**config.mk**
```make
export PLATFORM = sky130hd
export DESIGN_NAME = fifo_sc_ew_req_reg_based_core
export DESIGN_NICKNAME = d
export VERILOG_FILES = /design/src/rtl/fifo_sc_ew_req_reg_based_core_pkg.sv /design/src/rtl/fifo_sc_ew_req_reg_based_core.sv
export SDC_FILE = /design/constraint.sdc
export NUM_CORES = 1
export LEC_CHECK = 0
export CORE_MARGIN = 3
export CORE_UTILIZATION = 55
export DETAILED_ROUTE_END_ITERATION = 10
export HOLD_SLACK_MARGIN = 0.08
export PLACE_DENSITY = 0.75
export SLEW_MARGIN = 40
export SYNTH_ARGS = -nofsm -noshare
export SYNTH_HDL_FRONTEND = slang
export SYNTH_SLANG_ARGS = --single-unit
export TNS_END_PERCENT = 1
```
**constraint.sdc**
```tcl
create_clock -name clk -period 5.8 [get_ports clk]
set_clock_uncertainty 0.1 [all_clocks]
set_input_delay 0.58 -clock clk [delete_from_list [all_inputs] [get_ports clk]]
set_output_delay 0.58 -clock clk [all_outputs]
set_load 0.03 [all_outputs]
```
**src/rtl/fifo_sc_ew_req_reg_based_core_pkg.sv**
```systemverilog
// -----------------------------------------------------------------------------
// fifo_sc_ew_req_reg_based_core_pkg
// Shared helpers for the register-based single-clock FIFO core.
//   func_log2 : ceil(log2(value)), usable in constant (parameter) context.
//   SIZE_MIN  : smallest supported FIFO depth.
// -----------------------------------------------------------------------------
package fifo_sc_ew_req_reg_based_core_pkg;

   localparam int SIZE_MIN = 2;

   // Smallest r such that (1 << r) >= value. Fixed loop bound keeps it
   // elaboration-friendly for any tool.
   function automatic int func_log2(input int value);
      int r;
      r = 0;
      for (int i = 0; i < 31; i++) begin
         if ((1 << i) < value) r = i + 1;
      end
      return r;
   endfunction

endpackage

```
**src/rtl/fifo_sc_ew_req_reg_based_core.sv**
```systemverilog
// -----------------------------------------------------------------------------
// fifo_sc_ew_req_reg_based_core
// Single-clock FIFO built from SIZE flat registers, with write/read pointers
// and an occupancy counter. Any SIZE >= 2 is supported (not only powers of 2).
//
// Ports
//   clk       in   1          sole clock, rising edge
//   rstn      in   1          synchronous reset, active HIGH (name is historic)
//   wr_val_i  in   1          write request, data pushed on this edge
//   wr_dat_i  in   DATA_WD    write data
//   wr_ful_o  out  1          full flag (combinational from count)
//   rd_val_i  in   1          read request, head popped on this edge
//   rd_val_o  out  1          read response valid, rd_val_i delayed one cycle
//   rd_dat_o  out  DATA_WD    read data, registered, holds when no pop
//   rd_ept_o  out  1          empty flag (combinational from count)
//   wd_usd_o  out  SIZE_WD+1  number of stored entries, 0..SIZE
//
// Handshake: a request is issued by holding *_val_i high for one cycle; there
// is no ready back-pressure. A write is accepted unless the FIFO is full with
// no read on the same edge; a read is accepted unless the FIFO is empty.
// rd_val_o echoes every read request, accepted or not; a rejected read leaves
// rd_dat_o at its previous value.
// -----------------------------------------------------------------------------
module fifo_sc_ew_req_reg_based_core
   import fifo_sc_ew_req_reg_based_core_pkg::*;
#(
   parameter  int SIZE    = 8,
   parameter  int DATA_WD = 32,
   localparam int SIZE_WD = func_log2(SIZE)
) (
   input  logic               clk,
   input  logic               rstn,
   input  logic               wr_val_i,
   input  logic [DATA_WD-1:0] wr_dat_i,
   output logic               wr_ful_o,
   input  logic               rd_val_i,
   output logic               rd_val_o,
   output logic [DATA_WD-1:0] rd_dat_o,
   output logic               rd_ept_o,
   output logic [SIZE_WD:0]   wd_usd_o
);

   localparam logic [SIZE_WD-1:0] PTR_LAST = SIZE_WD'(SIZE - 1);
   localparam logic [SIZE_WD-1:0] PTR_ONE  = SIZE_WD'(1);
   localparam logic [SIZE_WD:0]   CNT_FULL = (SIZE_WD + 1)'(SIZE);
   localparam logic [SIZE_WD:0]   CNT_ONE  = (SIZE_WD + 1)'(1);

   logic [DATA_WD-1:0] r_mem [SIZE];
   logic [SIZE_WD-1:0] r_wr_ptr;
   logic [SIZE_WD-1:0] r_rd_ptr;
   logic [SIZE_WD:0]   r_cnt;
   logic               r_rd_val;
   logic [DATA_WD-1:0] r_rd_dat;

   logic w_full;
   logic w_empty;
   logic w_wr_acc;
   logic w_rd_acc;

   // One wrap rule for both pointers; explicit compare so non-power-of-two
   // depths wrap from SIZE-1 back to 0.
   function automatic logic [SIZE_WD-1:0] ptr_inc(input logic [SIZE_WD-1:0] p);
      if (p == PTR_LAST) return '0;
      return p + PTR_ONE;
   endfunction

   assign w_full   = (r_cnt >= CNT_FULL);
   assign w_empty  = (r_cnt == '0);
   assign w_rd_acc = rd_val_i && !w_empty;
   // When full, a same-edge read frees the head slot, which is exactly the
   // slot the write pointer addresses; the read samples the old value first.
   assign w_wr_acc = wr_val_i && (!w_full || rd_val_i);

   // Storage is not reset: contents are only observable after being written.
   always_ff @(posedge clk) begin
      if (w_wr_acc) r_mem[r_wr_ptr] <= wr_dat_i;
   end

   always_ff @(posedge clk) begin
      if (rstn) begin
         r_wr_ptr <= '0;
         r_rd_ptr <= '0;
         r_cnt    <= '0;
         r_rd_val <= 1'b0;
         r_rd_dat <= '0;
      end else begin
         r_rd_val <= rd_val_i;
         if (w_wr_acc) r_wr_ptr <= ptr_inc(r_wr_ptr);
         if (w_rd_acc) begin
            r_rd_ptr <= ptr_inc(r_rd_ptr);
            r_rd_dat <= r_mem[r_rd_ptr];
         end
         case ({w_wr_acc, w_rd_acc})
            2'b10:   r_cnt <= r_cnt + CNT_ONE;
            2'b01:   r_cnt <= r_cnt - CNT_ONE;
            default: r_cnt <= r_cnt;
         endcase
      end
   end

   assign wr_ful_o = w_full;
   assign rd_ept_o = w_empty;
   assign wd_usd_o = r_cnt;
   assign rd_val_o = r_rd_val;
   assign rd_dat_o = r_rd_dat;

`ifdef SIM_KNOB_DBG
   always @(posedge clk) begin
      if (!rstn && ((wr_val_i && wr_ful_o) || (rd_val_i && rd_ept_o))) begin
         $error("fifo_sc_ew_req_reg_based_core: write while full or read while empty");
         $finish;
      end
   end
`endif

endmodule

```
==> qor.csv <==
stage;metric;value;unit
timing;rsz0062_at_grt;no;
drt;vias;5563;
floorplan;die_w;148;µm
final_layout;area_growth_syn_to_layout;17.9;%
cts;postCtsSetupBuffers;0;
drt;routedWlPerCell;23.6;µm
power_and_ir_drop;p_per_area;449;mW/mm²
flow_run;drv_cap;0;
timing;timing.final.ws_setup;2.78;ns
worst_setup_path;required;6.16;ns
drt;wl_met3;1360;µm
final_layout;nets;683;
synth;syn_inst;553;
global_route;grt_pass1_vias;6013;
floorplan;ioPinCount;75;
synth;synth_fp_nets;597;
placed_design;dp_hpwl;11200;µm
synth;synth_top_area_share;69.2;%
global_route;grt_max_degree;67;
outcome;outcome;completed;
worst_setup_path;worstSetupStartpointType;flop;
floorplan;die_area;0.0219;mm²
synth;synth_cell_type_count;31;
final_layout;nFillCells;1312;
timing;hold_viol;0;
floorplan;start_util;56.5;%
timing;min_period;3.02;ns
placed_design;place.gp.congestion;0.739;
cts;clockRootBuffer;clkbuf_16;
power_and_ir_drop;peakVddDrop;226;µV
worst_setup_path;critical_path_arrival;3.37;ns
drt;postRouteAntennaNets;0;
global_route;grt_pass1_wl;34500;µm
placed_design;place_inst;872;
timing;slew_headroom;48.6;%
synth;avgSynthCellArea;20.1;µm²
drt;avgViaCountPerCell;6.01;
cts;cts_max_path_buffers;3;
synth;yosys_warnings;0;
drt;drt_iter0_markers;416;
drt;highest_layer;met5;
power_and_ir_drop;switching_share;28.4;%
worst_setup_path;crit_fanout;37;
floorplan;num_rows;51;
placed_design;io_buffers;74;
drt;met2WireLength;11400;µm
power_and_ir_drop;p_clk_share;30.5;%
worst_setup_path;r2r_start;wd_usd_o[3];
synth;syn_area;0.0111;mm²
worst_setup_path;endpoint_kind;flop;
global_route;grt_overflow;0;
cts;clock_sinks;299;
timing;hold-worst-slack;0.391;ns
min_path;worstHoldPathType;reg2reg;
cts;tritoncts;yes;
final_layout;num_antenna_cells;0;
cts;cts-resized-gates;0;
min_path;min_path_cells;2;
cts;htreeDepth;1;
worst_setup_path;worstRegToRegCells;8;
synth;synth_area_leaders;edfxtp_1 (69%), mux4_2 (13%), dfxtp_1 (7.8%);
global_route;grt_antenna_before_repair;1;
timing;tightest_slew;0.768;ns
timing;slew_viol_final;0;
power_and_ir_drop;p_total;5.88;mW
cts;postCtsHoldBufs;0;
worst_setup_path;reg2reg_to;wd_usd_o[3];
floorplan;coreArea;0.0197;mm²
worst_setup_path;endpoint;wd_usd_o[3];
final_layout;instances_no_fill;926;
power_and_ir_drop;p_leak;4.16;nW
synth;yosysSeqAreaShare;77.0;%
final_layout;drive_above_1_share;21.3;%
drt;drt-pass1-iter-count;5;
cts;clkTransAtPathRegs;0.06;ns
worst_setup_path;critPathKind;reg2reg;
power_and_ir_drop;intPower;4.21;mW
placed_design;place_ws;2.34;ns
power_and_ir_drop;p_comb_share;24.3;%
drt;finalWirelength;21800;µm
synth;synth_seq_cells;299;
floorplan;die_height;148;µm
worst_setup_path;r2r_setup_slack;2.78;ns
power_and_ir_drop;seqPwrFrac;45.2;%
synth;yosys.area.top_type;edfxtp_1;
global_route;grt_usage;20.6;%
timing;fmax;0.332;GHz
timing;setup_viol;0;
cts;clk_latency;0.53;ns
timing;tns;0;ns
timing;fin_crit_sh;52.0;%
worst_setup_path;critPathLaunch;wd_usd_o[3];
power_and_ir_drop;p_sw;1.67;mW
drt;wl_met1;8700;µm
cts;numCtsBuffers;29;
drt;drc;0;
power by group through the flow:
stage | clock [mW] | combinational [mW] | sequential (mW)
3_3_place_gp | 0 | 1.35 | 2.74
2_1_floorplan | 0 | 0.794 | 2.87
4_1_cts | 1.82 | 1.38 | 2.70
3_5_place_dp | 0 | 1.38 | 2.75
5_1_grt | 1.91 | 1.54 | 2.68
6_report | 1.79 | 1.43 | 2.66
routing by layer:
| metal | track usage [%] | vias to the layer above |
|---|---|---|
| met1 | 27.6 | 2880 |
| met4 | 6.10 | 2 |
| met2 | 35.3 | 209 |
| met3 | 3.50 | 36 |
| li1 | - | 2436 |
| met5 | 0 | - |
cell families after synthesis:
family	count (synthesis)	synth area share, %
adders and majority gates	8	0.969
xor gates and xnor gates	2	0.158
and+or+nand+nor	98	4.48
muxes	67	13.2
AOI/OAI and AO/OA	44	2.63
DFF	299	77.0
buffers and inverters	35	1.54
area by class of cell:
class	instances	area, µm²	area share [%]
Tap cell	265	332	2.53
Sequential cell	299	8550	65.3
Inverter	5	21.3	0.162
Clock buffer	34	744	5.69
Multi-Input combinational cell	219	2440	18.6
Clock inverter	19	168	1.28
Timing Repair Buffer	85	837	6.39
per-stage QoR:
step                utilization, %  instance area [µm²]
floorplan                        -                11100
global placement              61.8                12200
detailed placement            61.9                12200
CTS                           66.5                13100
global route                  66.6                13100
finish                        66.6                13100
cell usage in the layout (no fill, tap or decap), types with 2 or more instances in the layout:
cell / n
ha_1: 7
nor2_1: 42
nor3_1: 24
edfxtp_1: 256
clkbuf_16: 29
nor2b_1: 2
a21oi_1: 8
nor3_2: 13
buf_4: 10
clkinv_2: 7
inv_1: 4
bufinv_16: 3
nand2b_1: 2
nor2_4: 3
mux4_2: 64
clkbuf_1: 5
clkdlybuf4s50_1: 73
dfxtp_1: 41
clkinv_1: 7
o22ai_1: 32
mux2i_1: 3
nand2_1: 4
xor2_1: 2
cells in the mapped netlist:
library cell / instances
nand2b_1: 2
nand2_1: 4
nor2b_1: 2
o31ai_1: 1
a21oi_1: 8
clkbuf_1: 16
edfxtp_1: 256
o211ai_1: 1
nor2_1: 45
ha_1: 7
nor3_1: 28
nand3_1: 1
and3_1: 1
nand2_4: 1
inv_4: 1
o41ai_4: 1
dfxtp_1: 43
fa_1: 1
buf_2: 6
or4_1: 1
o22ai_1: 32
nand3b_1: 1
buf_4: 8
xor2_1: 2
nand2b_2: 1
inv_1: 4
mux2i_1: 3
mux4_2: 64
nor4_1: 2
nor3_2: 9
o21ai_2: 1
flip-flops by register name (all words and copies together) (netlist names):
| name | count |
|---|---|
| r_mem | 256 |
| wd_usd_o | 4 |
| rd_dat_o | 32 |
| rd_val_o | 1 |
| r_rd_ptr | 3 |
| r_wr_ptr | 3 |
worst max-delay path: stages (launching register included):
cell	delay (ns)
dfxtp_1	0.39
o41ai_4	0.53
inv_4	0.32
ha_1	0.32
ha_1	0.33
a21oi_1	0.21
a21oi_1	0.12
or4_1	0.47
a21oi_1	0.16
how the worst min path moves through the flow:
stage	startpoint	to	slack, ns
global placement	rd_dat_o[30]	rd_dat_o[30]	0.38
finish	rd_dat_o[30]	rd_dat_o[30]	0.39
detailed placement	rd_dat_o[30]	rd_dat_o[30]	0.38
floorplan	r_rd_ptr[2]	r_rd_ptr[2]	0.39
CTS	rd_dat_o[30]	rd_dat_o[30]	0.39
global route	rd_dat_o[20]	rd_dat_o[20]	0.41
Note: power is estimated with default switching activity, not from simulation.
